===== src/rtl/dmem_interface.sv =====
// dmem_interface
// Load/store unit between the execution stage and the D-cache port.
// Captures one memory operation, issues it on the DMEM request channel with a
// rolling 8-bit tag, follows it through exception check, NACK reissue, kill
// and response, and returns load data or a memory exception to write-back.
//
// Ports
//   clk, rst                      core clock, synchronous active-high reset
//   kill                          flush from control
//   req_valid/cmd/type/addr/data/rd   operation from execution
//   stall                         freezes IF..EXE while a transaction runs
//   resp_valid/resp_data/resp_rd  one-cycle completion to write-back
//   xcpt_valid/xcpt_cause         one-cycle memory exception
//   dmem_req_*                    D-cache request channel (valid/ready, payload, tag, kill)
//   dmem_resp_*                   D-cache response channel (valid, tag, data, has_data, nack)
//   dmem_xcpt_*                   exception flags, valid in the cycle after acceptance
//
// state | meaning
// IDLE  | waiting for an operation from execution
// ISSUE | request presented on DMEM, waiting for ready
// CHECK | first cycle after acceptance, exception flags valid
// WAIT  | waiting for a matching response or NACK
// DRAIN | killed; waiting for the request to retire silently
// DONE  | one-cycle completion/exception pulse
module dmem_interface (
    input  logic        clk,
    input  logic        rst,
    input  logic        kill,
    input  logic        req_valid,
    input  logic [4:0]  req_cmd,
    input  logic [2:0]  req_type,
    input  logic [39:0] req_addr,
    input  logic [63:0] req_data,
    input  logic [4:0]  req_rd,
    output logic        stall,
    output logic        resp_valid,
    output logic [63:0] resp_data,
    output logic [4:0]  resp_rd,
    output logic        xcpt_valid,
    output logic [3:0]  xcpt_cause,
    output logic        dmem_req_valid,
    input  logic        dmem_req_ready,
    output logic [4:0]  dmem_req_cmd,
    output logic [2:0]  dmem_op_type,
    output logic [39:0] dmem_req_bits_addr,
    output logic [63:0] dmem_req_bits_data,
    output logic [7:0]  dmem_req_bits_tag,
    output logic        dmem_req_bits_kill,
    input  logic        dmem_resp_valid,
    input  logic [7:0]  dmem_resp_bits_tag,
    input  logic [63:0] dmem_resp_bits_data_subw,
    input  logic        dmem_resp_bits_has_data,
    input  logic        dmem_resp_bits_nack,
    input  logic        dmem_xcpt_ma_ld,
    input  logic        dmem_xcpt_ma_st,
    input  logic        dmem_xcpt_pf_ld,
    input  logic        dmem_xcpt_pf_st
);

    typedef enum logic [2:0] {
        IDLE  = 3'd0,
        ISSUE = 3'd1,
        CHECK = 3'd2,
        WAIT  = 3'd3,
        DRAIN = 3'd4,
        DONE  = 3'd5
    } state_t;

    state_t      state, next_state;
    logic [7:0]  tag_q;
    logic [7:0]  issued_tag;
    logic [4:0]  pay_cmd;
    logic [2:0]  pay_type;
    logic [39:0] pay_addr;
    logic [63:0] pay_data;
    logic [4:0]  pay_rd;

    logic        accept;
    logic        capture;
    logic        resp_match;
    logic        any_xcpt;
    logic [3:0]  cause;
    logic        done_resp;
    logic        done_xcpt;

    assign accept     = dmem_req_valid & dmem_req_ready;
    assign capture    = (state == IDLE) & req_valid & ~kill;
    assign resp_match = dmem_resp_valid & (dmem_resp_bits_tag == issued_tag);
    assign any_xcpt   = dmem_xcpt_ma_ld | dmem_xcpt_ma_st | dmem_xcpt_pf_ld | dmem_xcpt_pf_st;

    always_comb begin
        cause = 4'd15;
        if (dmem_xcpt_ma_ld)      cause = 4'd4;
        else if (dmem_xcpt_ma_st) cause = 4'd6;
        else if (dmem_xcpt_pf_ld) cause = 4'd13;
    end

    assign dmem_req_cmd       = pay_cmd;
    assign dmem_op_type       = pay_type;
    assign dmem_req_bits_addr = pay_addr;
    assign dmem_req_bits_data = pay_data;
    assign dmem_req_bits_tag  = tag_q;

    always_comb begin
        next_state         = state;
        stall              = 1'b0;
        dmem_req_valid     = 1'b0;
        dmem_req_bits_kill = 1'b0;
        done_resp          = 1'b0;
        done_xcpt          = 1'b0;
        case (state)
            IDLE: begin
                if (req_valid && !kill) begin
                    stall      = 1'b1;
                    next_state = ISSUE;
                end
            end
            ISSUE: begin
                stall = 1'b1;
                // a kill before acceptance withdraws the request entirely
                if (kill) begin
                    next_state = IDLE;
                end else begin
                    dmem_req_valid = 1'b1;
                    if (dmem_req_ready) next_state = CHECK;
                end
            end
            CHECK: begin
                stall = 1'b1;
                if (any_xcpt) begin
                    done_xcpt  = 1'b1;
                    next_state = DONE;
                end else if (kill) begin
                    dmem_req_bits_kill = 1'b1;
                    next_state         = DRAIN;
                end else if (dmem_resp_bits_nack) begin
                    next_state = ISSUE;
                end else if (resp_match) begin
                    done_resp  = 1'b1;
                    next_state = DONE;
                end else begin
                    next_state = WAIT;
                end
            end
            WAIT: begin
                stall = 1'b1;
                if (dmem_resp_bits_nack) begin
                    next_state = ISSUE;
                end else if (resp_match) begin
                    done_resp  = 1'b1;
                    next_state = DONE;
                end else if (kill) begin
                    next_state = DRAIN;
                end
            end
            DRAIN: begin
                if (resp_match || dmem_resp_bits_nack) next_state = IDLE;
            end
            DONE: begin
                next_state = IDLE;
            end
            default: begin
                next_state = IDLE;
            end
        endcase
    end

    always_ff @(posedge clk) begin
        if (rst) begin
            state      <= IDLE;
            tag_q      <= 8'd0;
            issued_tag <= 8'd0;
            pay_cmd    <= 5'd0;
            pay_type   <= 3'd0;
            pay_addr   <= 40'd0;
            pay_data   <= 64'd0;
            pay_rd     <= 5'd0;
            resp_valid <= 1'b0;
            resp_data  <= 64'd0;
            resp_rd    <= 5'd0;
            xcpt_valid <= 1'b0;
            xcpt_cause <= 4'd0;
        end else begin
            state <= next_state;
            if (accept) begin
                issued_tag <= tag_q;
                tag_q      <= tag_q + 8'd1;
            end
            if (capture) begin
                pay_cmd  <= req_cmd;
                pay_type <= req_type;
                pay_addr <= req_addr;
                pay_data <= req_data;
                pay_rd   <= req_rd;
            end
            resp_valid <= done_resp;
            xcpt_valid <= done_xcpt;
            if (done_resp) begin
                resp_data <= dmem_resp_bits_has_data ? dmem_resp_bits_data_subw : 64'd0;
                resp_rd   <= pay_rd;
            end
            if (done_xcpt) xcpt_cause <= cause;
        end
    end

endmodule


===== config.mk =====
export PLATFORM = sky130hd
export DESIGN_NAME = dmem_interface
export DESIGN_NICKNAME = d
export VERILOG_FILES = /design/src/rtl/dmem_interface.sv
export SDC_FILE = /design/constraint.sdc
export NUM_CORES = 1
export LEC_CHECK = 0
export CAP_MARGIN = 20
export CORE_AREA = 2 2 154 156
export DETAILED_ROUTE_END_ITERATION = 10
export DIE_AREA = 0 0 156 158
export PLACE_DENSITY = 0.7
export SLEW_MARGIN = 20
export SYNTH_ARGS = -nofsm -noshare
export SYNTH_HDL_FRONTEND = slang
export SYNTH_SLANG_ARGS = --single-unit

===== constraint.sdc =====
create_clock -name clk -period 1.9 [get_ports clk]
set_input_delay 0.38 -clock clk [delete_from_list [all_inputs] [get_ports clk]]
set_output_delay 0.38 -clock clk [all_outputs]
set_load 0.02 [all_outputs]

==> results.py <==
metrics = {
    "synthesis": {
        "synth_mux_area_share_pct": 1.30,
        "synthTopCellsByArea": "dfxtp_1 (55%), nand2_1 (15%), a21oi_1 (13%)",
        "syn_nets": 1159,
        "synth-compound-area-share_pct": 13.7,
        "synth_warnings": 0,
        "ys.flop_type": "dfxtp_1",
        "synth_top_family_by_area": "simple AND/OR/NAND/NOR gates",
        "synthArstFlopShare_pct": 0,
        "ys_seq_elements": 210,
        "yosysTopAreaCell": "dfxtp_1",
        "synth_top_area_share_pct": 54.8,
        "synthCells": 957,
        "synth_most_common_cell": "nand2_1",
        "synthAdderAreaFrac_pct": 0.163,
        "synth_area_per_cell_sq_um": 8.02,
        "ys_seq_area_share_pct": 54.8,
        "synth_edf_count": 0,
        "synthXorXnorAreaFrac_pct": 1.71,
        "ys_top_cells_by_count": "nand2_1 (312), dfxtp_1 (210), a21oi_1 (192), nand3_1 (72), clkbuf_1 (53)",
        "yosys.area_share.simple_pct": 23.8,
        "synthDistinctLibCells": 34,
        "netlist_area_sq_mm": 0.00767,
    },
    "floorplan": {
        "std_cell_rows": 56,
        "dieArea_sq_mm": 0.0246,
        "initial_utilization_pct": 33.3,
        "io_pins": 399,
        "dieHeight_microns": 158,
        "die_w_microns": 156,
        "coreArea_sq_mm": 0.0231,
    },
    "route": {
        "wl_microns": 28000,
        "first_pass_iters": 5,
        "ant_nets": 0,
        "routedWlPerCell_microns": 16.6,
        "drcViolationCount": 0,
        "vias_per_cell": 4.83,
        "drtIter0Drc": 434,
        "vias": 8146,
    },
    "layout": {
        "drive_gt1_share_pct": 12.6,
        "fin_cells": 1685,
        "fill_cells": 1982,
        "fin_area_sq_mm": 0.0138,
        "fin_nets": 1581,
        "syn2layout_area_growth_pct": 79.2,
    },
    "power": {
        "power.density_mw_per_mm2": 808,
        "power.total_mw": 11.1,
        "p_leak_nw": 5.52,
        "vdd_drop_max_mv": 0.627,
    },
    "setup_path": {
        "cpPeakStageDelay_ns": 0.35,
        "r2r_start": "state[1]",
        "worstPathArrival_ns": 2.44,
        "path_cells": "buf_6 -> nor3b_4 -> nand3_2 -> buf_6 -> nor4_4 -> buf_4 -> buf_12 -> buf_12 -> nand3_1 -> a21oi_1",
        "r2r_cells": 10,
        "crit_start": "state[1]",
        "crit_required_ns": 2.33,
        "end_kind": "flip-flop",
        "r2r_slack_ns": -0.11,
        "cp_max_fo": 9,
        "worstReg2RegEnd": "resp_data[30]",
        "slowest_stage": "dfxtp_2",
        "start_kind": "flip-flop",
        "crit_type": "reg -> reg",
    },
    "timing": {
        "fin_crit_sh_pct": 106,
        "grt_setup_unrepaired": "true",
        "skew_ns": 0.0121,
        "tns_ns": -3.12,
        "slew_violations": 0,
        "setup_slack_ns": -0.110,
        "maxSlewHeadroom_pct": 70.1,
        "worstMarginPinSlew_ns": 0.448,
        "fin_crit_ns": 2.01,
        "hold_viol": 0,
        "fmax_ghz": 0.498,
        "setup_viol": 63,
    },
    "place": {
        "place.port_buffers": 398,
        "hpwlAfterDp_microns": 18700,
        "place_congestion": 0.842,
        "place_inst": 1625,
        "dpl_cell_area_sq_mm": 0.0123,
        "place_ws_ns": -0.471,
    },
    "cts": {
        "clkTransAtPathRegs_ns": 0.06,
        "cts_tree": "done",
        "clock-sinks": 210,
        "clock_latency_ns": 0.51,
        "cts_buffer_depth": 3,
        "ctsHtreeMaxLevel": 1,
        "root_buffer": "clkbuf_16",
        "numCtsBuffers": 24,
    },
    "min_path": {
        "holdCritStartpoint": "rst",
        "hp-class": "in -> reg",
        "worstHoldEndpoint": "issued_tag[4]",
        "whs_path_depth": 2,
    },
    "global_route": {
        "grt_use_total_pct": 20.0,
        "grt_pass1_wl_microns": 39800,
        "grt_overflow": 0,
        "grt_pass1_vias": 7630,
        "grt_start_max_net_pins": 75,
        "antenna_found_initial": 3,
    },
    "status": {
        "status": "finished, violations left",
        "violations": "negative setup slack",
    },
    "flow_run": {
        "drv_cap": 0,
    },
}
==> worst max-delay path, delay by kind of cell (launching register included) <==
| family | cells | cell delay (ns) |
|---|---|---|
| AO/OA/AOI/OAI | 1 | 0.18 |
| flip-flops | 1 | 0.35 |
| AND/OR/NAND/NOR | 4 | 0.70 |
| buffers and inverters | 5 | 0.69 |
==> cells by family (layout without fill, tap and decap cells) <==
family,Yosys count,in the layout
mux,10,10
compound gates,204,204
simple gates,436,436
xor+xnor,15,15
buf+inv,81,516
other cells,0,3
flops,210,210
fa+ha+maj,1,1
==> stage by stage <==
stage	hold WS, ns	utilization [%]
2_1_floorplan	0.437	-
3_3_place_gp	0.437	53.3
3_5_place_dp	0.443	53.3
4_1_cts	0.206	56.9
5_1_grt	0.237	59.7
6_report	0.227	59.7
==> final cells by class <==
cell class	instances	area, sq um	area share, %
diodes	3	7.51	0.0546
clock inverters	10	203	1.47
flip-flops and latches	210	4210	30.6
repair buffers	472	4940	36.0
clock buffers	29	651	4.73
well taps	290	363	2.64
multi-input cells	666	3360	24.4
inverters	5	18.8	0.136
==> per-layer routing <==
metal	part of all wire, %	up-vias	wire (microns)	global-route usage [%]
met4	2.6	0	723	7.12
met1	38	3769	10700	23.1
met2	50	321	14000	34.3
li1	-	4010	-	-
met3	9.2	46	2580	7.17
met5	0	-	0	0
==> cells in the final DEF (no fill, tap or decap), types with 2 or more instances in the layout <==
cell type / instances
clkdlybuf4s50_1: 336
nand2_1: 295
dfxtp_1: 207
a21oi_1: 174
nand3_1: 62
buf_4: 44
dlymetal6s2s_1: 33
clkbuf_16: 32
nor2_1: 25
dlygate4sd2_1: 24
a21oi_2: 19
buf_12: 16
nand2_2: 13
xnor2_1: 10
mux2i_1: 10
buf_6: 10
nand3_2: 7
nor3_1: 6
bufinv_16: 6
xor2_1: 5
nand4_1: 4
inv_1: 4
nand2_4: 4
diode_2: 3
o21ai_0: 3
nand3_4: 3
clkbuf_1: 3
clkinv_2: 3
dfxtp_2: 3
nor4_4: 2
nor3_2: 2
nor2b_1: 2
a31oi_1: 2
a31o_2: 2
==> power breakdown <==
part	internal [mW]	switching, mW
Clock	3.22	1.82
Sequential	4.54	0.0699
Combinational	0.773	0.683
==> sequential cells by signal, indices dropped and copies added, names as in the netlist <==
name and cells:
dmem_req_cmd 5, resp_data 64, resp_valid 1, dmem_req_bits_tag 8
dmem_op_type 3, dmem_req_bits_addr 40, xcpt_cause 3, xcpt_valid 1
pay_rd 5, issued_tag 8, dmem_req_bits_data 64, resp_rd 5
state 3
==> worst max-delay path by stage <==
| stage | to | slack (ns) |
|---|---|---|
| after floorplan | resp_data[54] | -0.05 |
| after global placement | dmem_req_valid | -0.46 |
| after detailed placement | resp_data[38] | -0.47 |
| after CTS | dmem_req_valid | -0.09 |
| after global routing | resp_data[53] | -0.22 |
| final | resp_data[30] | -0.11 |
==> timing repair <==
action                                  in CTS  in global routing
pin swaps                                    2                 59
endpoints found under the setup margin      72                108
hold buffers                                 0                  0
buffers inserted                             1                  8
gates resized for setup                     41                106
gates cloned                                 0                  9
No activity file was read; power rests on OpenSTA's default activity.
